### src/rtl/alu_driver.sv
// Sequential initiator for the 5-bit signed ALU: accepts a request, holds registered
// operands on the ALU for a settle window, captures the result and returns it.
module alu_driver #(
  parameter int WIDTH         = 5,
  parameter int CNT_W         = 8,
  parameter int SETTLE_CYCLES = 1
) (
  input  logic             clk,
  input  logic             rst,
  input  logic             req_valid,
  output logic             req_ready,
  input  logic [2:0]       req_func,
  input  logic [WIDTH-1:0] req_a,
  input  logic [WIDTH-1:0] req_b,
  input  logic             req_chain,
  output logic [WIDTH-1:0] alu_a,
  output logic [WIDTH-1:0] alu_b,
  output logic [2:0]       alu_func,
  input  logic [WIDTH-1:0] alu_out,
  input  logic             alu_zero,
  input  logic             alu_overflow,
  input  logic             alu_carry,
  output logic             rsp_valid,
  input  logic             rsp_ready,
  output logic [WIDTH-1:0] rsp_out,
  output logic             rsp_zero,
  output logic             rsp_overflow,
  output logic             rsp_carry,
  output logic [WIDTH-1:0] acc,
  output logic             sticky_ovf,
  input  logic             clr_sticky,
  output logic [CNT_W-1:0] op_count
);

  typedef enum logic [1:0] {
    IDLE   = 2'd0,
    SETTLE = 2'd1,
    RESP   = 2'd2
  } state_t;

  localparam int SCW = (SETTLE_CYCLES > 1) ? $clog2(SETTLE_CYCLES) : 1;
  localparam logic [SCW-1:0] SETTLE_LOAD = SCW'(SETTLE_CYCLES - 1);

  state_t         state_r;
  state_t         stateNext_s;
  logic [SCW-1:0] settleCnt_r;
  logic           accept_s;
  logic           capture_s;
  logic           isCompare_s;

  // Next-state decode and the accept/capture strobes
  always_comb begin
    stateNext_s = state_r;
    accept_s    = 1'b0;
    capture_s   = 1'b0;
    case (state_r)
      IDLE: begin
        if (req_valid) begin
          accept_s    = 1'b1;
          stateNext_s = SETTLE;
        end else begin
          stateNext_s = IDLE;
        end
      end
      SETTLE: begin
        if (settleCnt_r == {SCW{1'b0}}) begin
          capture_s   = 1'b1;
          stateNext_s = RESP;
        end else begin
          stateNext_s = SETTLE;
        end
      end
      RESP: begin
        if (rsp_ready) begin
          stateNext_s = IDLE;
        end else begin
          stateNext_s = RESP;
        end
      end
      default: begin
        stateNext_s = IDLE;
      end
    endcase
  end

  // Compare functions (110, 111) leave the accumulator untouched
  always_comb begin
    isCompare_s = 1'b0;
    if (alu_func[2:1] == 2'b11) begin
      isCompare_s = 1'b1;
    end else begin
      isCompare_s = 1'b0;
    end
  end

  // State register with handshake flags registered from the next state
  always_ff @(posedge clk or posedge rst) begin
    if (rst) begin
      state_r   <= IDLE;
      req_ready <= 1'b1;
      rsp_valid <= 1'b0;
    end else begin
      state_r   <= stateNext_s;
      req_ready <= (stateNext_s == IDLE);
      rsp_valid <= (stateNext_s == RESP);
    end
  end

  // Settle window counter
  always_ff @(posedge clk or posedge rst) begin
    if (rst) begin
      settleCnt_r <= {SCW{1'b0}};
    end else if (accept_s) begin
      settleCnt_r <= SETTLE_LOAD;
    end else if ((state_r == SETTLE) && (settleCnt_r != {SCW{1'b0}})) begin
      settleCnt_r <= settleCnt_r - {{(SCW-1){1'b0}}, 1'b1};
    end
  end

  // Operand registers toward the ALU, changed only at request acceptance
  always_ff @(posedge clk or posedge rst) begin
    if (rst) begin
      alu_a    <= {WIDTH{1'b0}};
      alu_b    <= {WIDTH{1'b0}};
      alu_func <= 3'b000;
    end else if (accept_s) begin
      alu_a    <= req_chain ? acc : req_a;
      alu_b    <= req_b;
      alu_func <= req_func;
    end
  end

  // Response capture at the end of the settle window
  always_ff @(posedge clk or posedge rst) begin
    if (rst) begin
      rsp_out      <= {WIDTH{1'b0}};
      rsp_zero     <= 1'b0;
      rsp_overflow <= 1'b0;
      rsp_carry    <= 1'b0;
    end else if (capture_s) begin
      rsp_out      <= alu_out;
      rsp_zero     <= alu_zero;
      rsp_overflow <= alu_overflow;
      rsp_carry    <= alu_carry;
    end
  end

  // Accumulator and operation counter
  always_ff @(posedge clk or posedge rst) begin
    if (rst) begin
      acc      <= {WIDTH{1'b0}};
      op_count <= {CNT_W{1'b0}};
    end else if (capture_s) begin
      op_count <= op_count + {{(CNT_W-1){1'b0}}, 1'b1};
      if (!isCompare_s) begin
        acc <= alu_out;
      end
    end
  end

  // Sticky overflow: a capturing overflow beats a simultaneous clear
  always_ff @(posedge clk or posedge rst) begin
    if (rst) begin
      sticky_ovf <= 1'b0;
    end else if (capture_s && alu_overflow) begin
      sticky_ovf <= 1'b1;
    end else if (clr_sticky) begin
      sticky_ovf <= 1'b0;
    end
  end

endmodule

### config.mk
export PLATFORM = sky130hd
export DESIGN_NAME = alu_driver
export DESIGN_NICKNAME = d
export VERILOG_FILES = /design/src/rtl/alu_driver.sv
export SDC_FILE = /design/constraint.sdc
export NUM_CORES = 1
export LEC_CHECK = 0
export BUFFER_PORTS_ARGS = -buffer_cell sky130_fd_sc_hd__buf_4
export CORE_MARGIN = 5
export CORE_UTILIZATION = 50
export DETAILED_ROUTE_END_ITERATION = 10
export HOLD_SLACK_MARGIN = 0.1
export PLACE_DENSITY = 0.89
export SETUP_SLACK_MARGIN = 0.4
export SYNTH_ARGS = -nofsm -noshare
export SYNTH_HDL_FRONTEND = slang
export SYNTH_SLANG_ARGS = --single-unit
export TNS_END_PERCENT = 10
### constraint.sdc
create_clock -name clk -period 2 [get_ports clk]
set_input_delay 0.6 -clock clk [delete_from_list [all_inputs] [get_ports clk]]
set_output_delay 0.6 -clock clk [all_outputs]
set_load 0.02 [all_outputs]
==> results of run 1 <==
-- through the flow --
stage	power (mW)	hold WS, ps
after detailed placement	3.17	467
after global routing	3.77	293
after floorplan	2.43	506
final	3.55	276
after global placement	3.09	464
after CTS	3.59	272
-- kinds of logic after synthesis --
| kind of cell | Yosys count | synth area share [%] |
|---|---|---|
| multiplexers | 27 | 18.6 |
| AO/OA/AOI/OAI | 9 | 3.29 |
| adder cells (fa/ha/maj) | 1 | 0.784 |
| XOR/XNOR | 7 | 3.84 |
| AND/OR/NAND/NOR | 22 | 7.05 |
| buffers and inverters | 8 | 3.68 |
| flip-flops | 40 | 62.8 |
-- layer usage --
metal  routed length, um  up-vias
met5                   0        -
met3                 309        6
li1                    -      531
met2                1640       41
met1                1330      545
met4                  60        0
-- power by group --
part	internal, mW	switching (mW)
Clock	0.174	0.241
Sequential	1.18	0.262
Combinational	0.831	0.863
Total	2.18	1.37
-- area by class of cell --
type	count	area [sq um]	area share [%]
sequential	40	1000	45.9
tap	44	55.1	2.52
timing repair buffer	68	514	23.6
clock buffer	8	58.8	2.69
multi-input combinational	66	541	24.8
inverter	3	11.3	0.516
-- cell usage after synthesis (all sizes together), types with 3 or more instances --
master  count
xnor2       6
nand2       5
mux2       21
a21oi       5
inv         3
buf         5
dfrtp      39
nand4       4
mux2i       6
nor2        8
-- state kept, by name, indices dropped and copies added (netlist names) --
name,cells
sticky_ovf,1
alu_func,3
alu_b,5
rsp_out,5
state_r,2
rsp_carry,1
op_count,8
rsp_overflow,1
settleCnt_r,1
rsp_valid,1
rsp_zero,1
acc,5
alu_a,5
req_ready,1
-- how the worst max path moves through the flow --
stage | from | to | slack [ps] | depth (start not counted)
global placement | req_valid | alu_func[1]$_DFFE_PP0P_ | 470 | 4
detailed placement | req_valid | alu_func[0]$_DFFE_PP0P_ | 440 | 4
finish | req_ready$_DFF_PP1_ | req_ready | 400 | 1
floorplan | rst | acc[0]$_DFFE_PP0P_ | 480 | 1
global route | req_ready$_DFF_PP1_ | req_ready | 350 | 1
CTS | req_ready$_DFF_PP1_ | req_ready | 380 | 1
-- tightest hold or removal path: cells and delay by family --
kind / cells / cell delay, ps
buffers and inverters: 3 / 390
==> impl_metrics.yaml, run 1 <==
final_layout:
  fillers: 231
  final_common_cell: "buf_4"
  fin_cells: 229
  layout_common_cells: "buf_4, dfrtp_1, mux2_2"
  area_delta_synth_final_pct: 36.7
  layout-drive-gt1-share_pct: 54.1
  fin_area_sq_um: 2180
  post-route-util_pct: 71.5
  nets: 212
  diodes: 0
sta:
  rsz0062_at_grt: "true"
  setup_violations: 0
  fin_crit_sh_pct: 80.1
  skew_ps: 6.66
  tightest_slew_ps: 305
  final_max_slew_viol_count: 0
  fin_ws_ps: 398
  tns_ps: 0
  hold_viol_final: 0
  period_needed_ps: 1600
  relSlewSlack_pct: 79.6
  max_freq_mhz: 624
route:
  vias: 1123
  route.detailed.drc: 0
  ant_nets: 0
  drtIter0Drc: 20
  wl_per_cell_um: 14.5
  vias_per_cell: 4.90
  firstDrtPassIters: 4
  drt-total-wl_um: 3330
critical_path:
  cpPeakStageDelay_ps: 550
  r2r_start: "state_r[0]$_DFF_PP0_"
  setup.worst_path.end_class: "output pin"
  crit_required_ps: 1400
  cp_max_fo: 1
  worstSetupPathType: "register to output pin"
  crit_arrival_ps: 1000
  critPathLaunchType: "register"
  crit_family: "flip-flops"
  rr_endpoint: "acc[4]$_DFFE_PP0P_"
  reg2reg_slack_ps: 550
  reg2regPathDepth: 4
  path_cells: "buf_6"
  path_buf_inv: 1
  slowest_stage: "dfstp_2"
place:
  placed_area_sq_um: 2120
  pre_cts_ws_ps: 438
  io_buffer_count: 63
  dp_hpwl_um: 2640
  gp_congestion: 0.786
  placedCellCount: 221
yosys:
  netlist_area_sq_um: 1600
  synth_area_leader_cell: "dfrtp_1"
  yosysUniqueCellTypes: 23
  syn_avg_cell_area_sq_um: 14.0
  yosys.area.top_type_share_pct: 61.1
  yosysSeqAreaShare_pct: 62.8
  ys.flop_type: "dfrtp_1"
  synth_fp_nets: 142
  ys_ff_latch: 40
  yosys_warnings: 0
  yosys-top-cells-area: "dfrtp_1, mux2_2, mux2i_1, xnor2_1, nor2_1"
  syn-instance-count: 114
  async_flop_share_pct: 100
  synth_edf_count: 0
cts:
  cts_sinks: 40
  htreeDepth: 2
  clk_latency_ps: 350
  post_cts_buffers: 0
  numCtsBuffers: 5
  cts-resized-gates: 1
  clockRootBuffer: "clkbuf_4"
  cts.path.max_buffers: 2
  tritoncts: "done"
  clkTransAtPathRegs_ps: 100
  cts_hold_buf: 0
die:
  core_sq_um: 3050
  ios: 64
  start_util_pct: 52.3
  die_w_um: 66.5
  dieHeight_um: 66.5
  fp.dieArea_sq_um: 4420
  rows: 20
global_routing:
  grt_pass1_vias: 1176
  grt.total_usage_pct: 17.0
  antenna_found_initial: 0
  grt_max_degree: 26
  use_met1_pct: 19.4
  grt.met3_usage_pct: 6.07
  grt_pass1_wl_um: 5540
  gr-max-usage-layer: "met2"
  met2_usage_pct: 28.9
  grt_overflow_total: 0
pwr:
  power_density_nw_per_um2: 1630
  ir_worst_vdd_mv: 0.771
  total_leakage_power_nw: 1.07
job:
  cap_violations: 0
outcome:
  outcome: "completed"
worst_hold_path:
  hp-class: "primary input to asynchronous set/reset pin"
No activity file was read; power rests on OpenSTA's default activity.
==> run 2, diff against run 1 <==
ABC_AREA = 1   (was unset)
CORE_UTILIZATION = 48   (was 50)
PLACE_DENSITY = 0.85   (was 0.89)
clock period = 1.6 ns   (was 2 ns; I/O delays follow)
==> impl_metrics.yaml, run 2 <==
final_layout:
  diodes: 0
  fin_area_sq_um: 2420
  largest-register: "op_count"
  area_delta_synth_final_pct: 42.2
  fin_cells: 308
  nets: 289
  layout-drive-gt1-share_pct: 40.1
  register_area_sq_um: 1000
  fillers: 258
  largest_reg_flops: 8
  layout_common_cells: "buf_4, nand2_1, dfrtp_1"
  final_common_cell: "buf_4"
  multi_input_area_sq_um: 599
place:
  dp_hpwl_um: 2750
  io_buffer_count: 63
  placedCellCount: 289
  gp_congestion: 0.810
  placed_area_sq_um: 2240
  pre_cts_ws_ps: 282
yosys:
  synth.most_common_cell: "nand2_1"
  synth_fp_nets: 209
  synth_area_leader_cell: "dfrtp_1"
  synth_edf_count: 0
  yosys_warnings: 0
  yosys-top-cells-count: "nand2_1, dfrtp_1, inv_1, nor2_1, o21ai_2"
  yosysSeqAreaShare_pct: 58.8
  yosys.area.top_type_share_pct: 57.3
  syn_avg_cell_area_sq_um: 9.42
  async_flop_share_pct: 100
  syn-instance-count: 181
  ys.flop_type: "dfrtp_1"
  ys_ff_latch: 40
  yosysUniqueCellTypes: 20
  netlist_area_sq_um: 1700
  yosys-top-cells-area: "dfrtp_1, nand2_1, o21ai_2, inv_1, nor2_1"
cts:
  clkTransAtPathRegs_ps: 110
  cts.path.max_buffers: 2
  htreeDepth: 2
  numCtsBuffers: 5
  clk_latency_ps: 350
  tritoncts: "done"
  cts_sinks: 40
  clockRootBuffer: "clkbuf_4"
sta:
  final_max_slew_viol_count: 0
  fin_ws_ps: 133
  rsz0062_at_grt: "true"
  skew_ps: 9.10
  tightest_slew_ps: 389
  max_freq_mhz: 682
  setup_violations: 0
  hold_viol_final: 0
  period_needed_ps: 1470
  whs_ps: 111
  tns_ps: 0
  fin_crit_sh_pct: 91.7
  relSlewSlack_pct: 74.0
critical_path:
  cpPeakStageDelay_ps: 540
  path_cells: "buf_6"
  slowest_stage: "dfstp_2"
  critPathLaunchType: "register"
  crit_family: "flip-flops"
  crit_required_ps: 1120
  path_buf_inv: 1
  cp_max_fo: 1
  crit_arrival_ps: 990
  worstSetupPathType: "register to output pin"
  setup.worst_path.end_class: "output pin"
route:
  firstDrtPassIters: 4
  vias_per_cell: 4.76
  drtIter0Drc: 71
  drt-total-wl_um: 3830
  wl_per_cell_um: 12.4
  ant_nets: 0
  route.detailed.drc: 0
  vias: 1466
global_routing:
  grt.total_usage_pct: 16.2
  grt_overflow_total: 0
  grt_pass1_vias: 1444
  grt_pass1_wl_um: 6430
  antenna_found_initial: 0
  grt_max_degree: 24
pwr:
  total_leakage_power_nw: 1.34
  ir_worst_vdd_mv: 1.04
  power_density_nw_per_um2: 1890
die:
  fp.dieArea_sq_um: 4840
  core_sq_um: 3390
  die_w_um: 69.6
  ios: 64
  rows: 21
  start_util_pct: 50.3
  dieHeight_um: 69.6
worst_hold_path:
  hp-class: "primary input to asynchronous set/reset pin"
outcome:
  outcome: "completed"
job:
  cap_violations: 0
## run 2: cell count changes after synthesis, moves of 8 or more
cell | before | now
nor2_1 | 8 | 16
inv_1 | 3 | 21
nand2_1 | 5 | 62
nand3_1 | 0 | 8
o21ai_2 | 0 | 11
mux2_2 | 21 | 0
## run 2: area by class of cell
cell class	count	share of cell area [%]
flip-flops and latches	40	41.4
repair buffers	77	25.9
multi-input cells	115	24.7
inverters	22	3.56
well taps	46	2.37
clock buffers	7	1.86
clock inverters	1	0.207
## run 2: cells by family (layout without fill, tap and decap cells)
logic type | count (synthesis) | after routing | synth area share (%)
XOR/XNOR | 4 | 4 | 2.06
flip-flops | 40 | 40 | 58.8
AND/OR/NAND/NOR | 91 | 91 | 22.5
buffers and inverters | 26 | 107 | 6.90
AO/OA/AOI/OAI | 19 | 19 | 9.03
adder cells (fa/ha/maj) | 1 | 1 | 0.734
## run 2: timing repair
action / in CTS / in global routing
setup buffers: 5 / 6
cloned: 0 / 0
pin swaps: 0 / 1
endpoints found under the setup margin: 62 / 71
hold buffers: 0 / 0
resized for setup: 6 / 9
## run 2: final timing paths
check	cells after the start	to	startpoint	slack, ps
setup reg to reg	4	alu_a[3]$_DFFE_PP0P_	state_r[0]$_DFF_PP0_	250
min in group clk	2	sticky_ovf$_DFFE_PP0P_	clr_sticky	310
hold / removal	2	settleCnt_r$_DFFE_PP0P_	rst	110
max in group asynchronous	3	rsp_out[1]$_DFFE_PP0P_	rst	1060
setup / recovery	1	req_ready	req_ready$_DFF_PP1_	130
hold reg to reg	2	alu_b[0]$_DFFE_PP0P_	alu_b[0]$_DFFE_PP0P_	490
## run 2: per-layer routing
metal | vias to the layer above | global-route usage [%] | wire length, um
met5 | - | 0 | 0
met1 | 691 | 19.5 | 1600
met2 | 46 | 27.3 | 1920
li1 | 724 | - | -
met3 | 5 | 5.51 | 267
met4 | 0 | 5.21 | 47
## run 2: per-stage QoR
stage	power, mW	util [%]
2_1_floorplan	3.01	-
3_3_place_gp	3.84	66.0
3_5_place_dp	3.89	66.0
4_1_cts	4.47	69.3
5_1_grt	4.90	71.5
6_report	4.59	71.5
## run 2: where the power goes
| part | total [mW] | switching, mW | internal [mW] |
|---|---|---|---|
| combinational | 2.37 | 1.31 | 1.05 |
| sequential | 1.74 | 0.291 | 1.45 |
| clock | 0.484 | 0.312 | 0.171 |
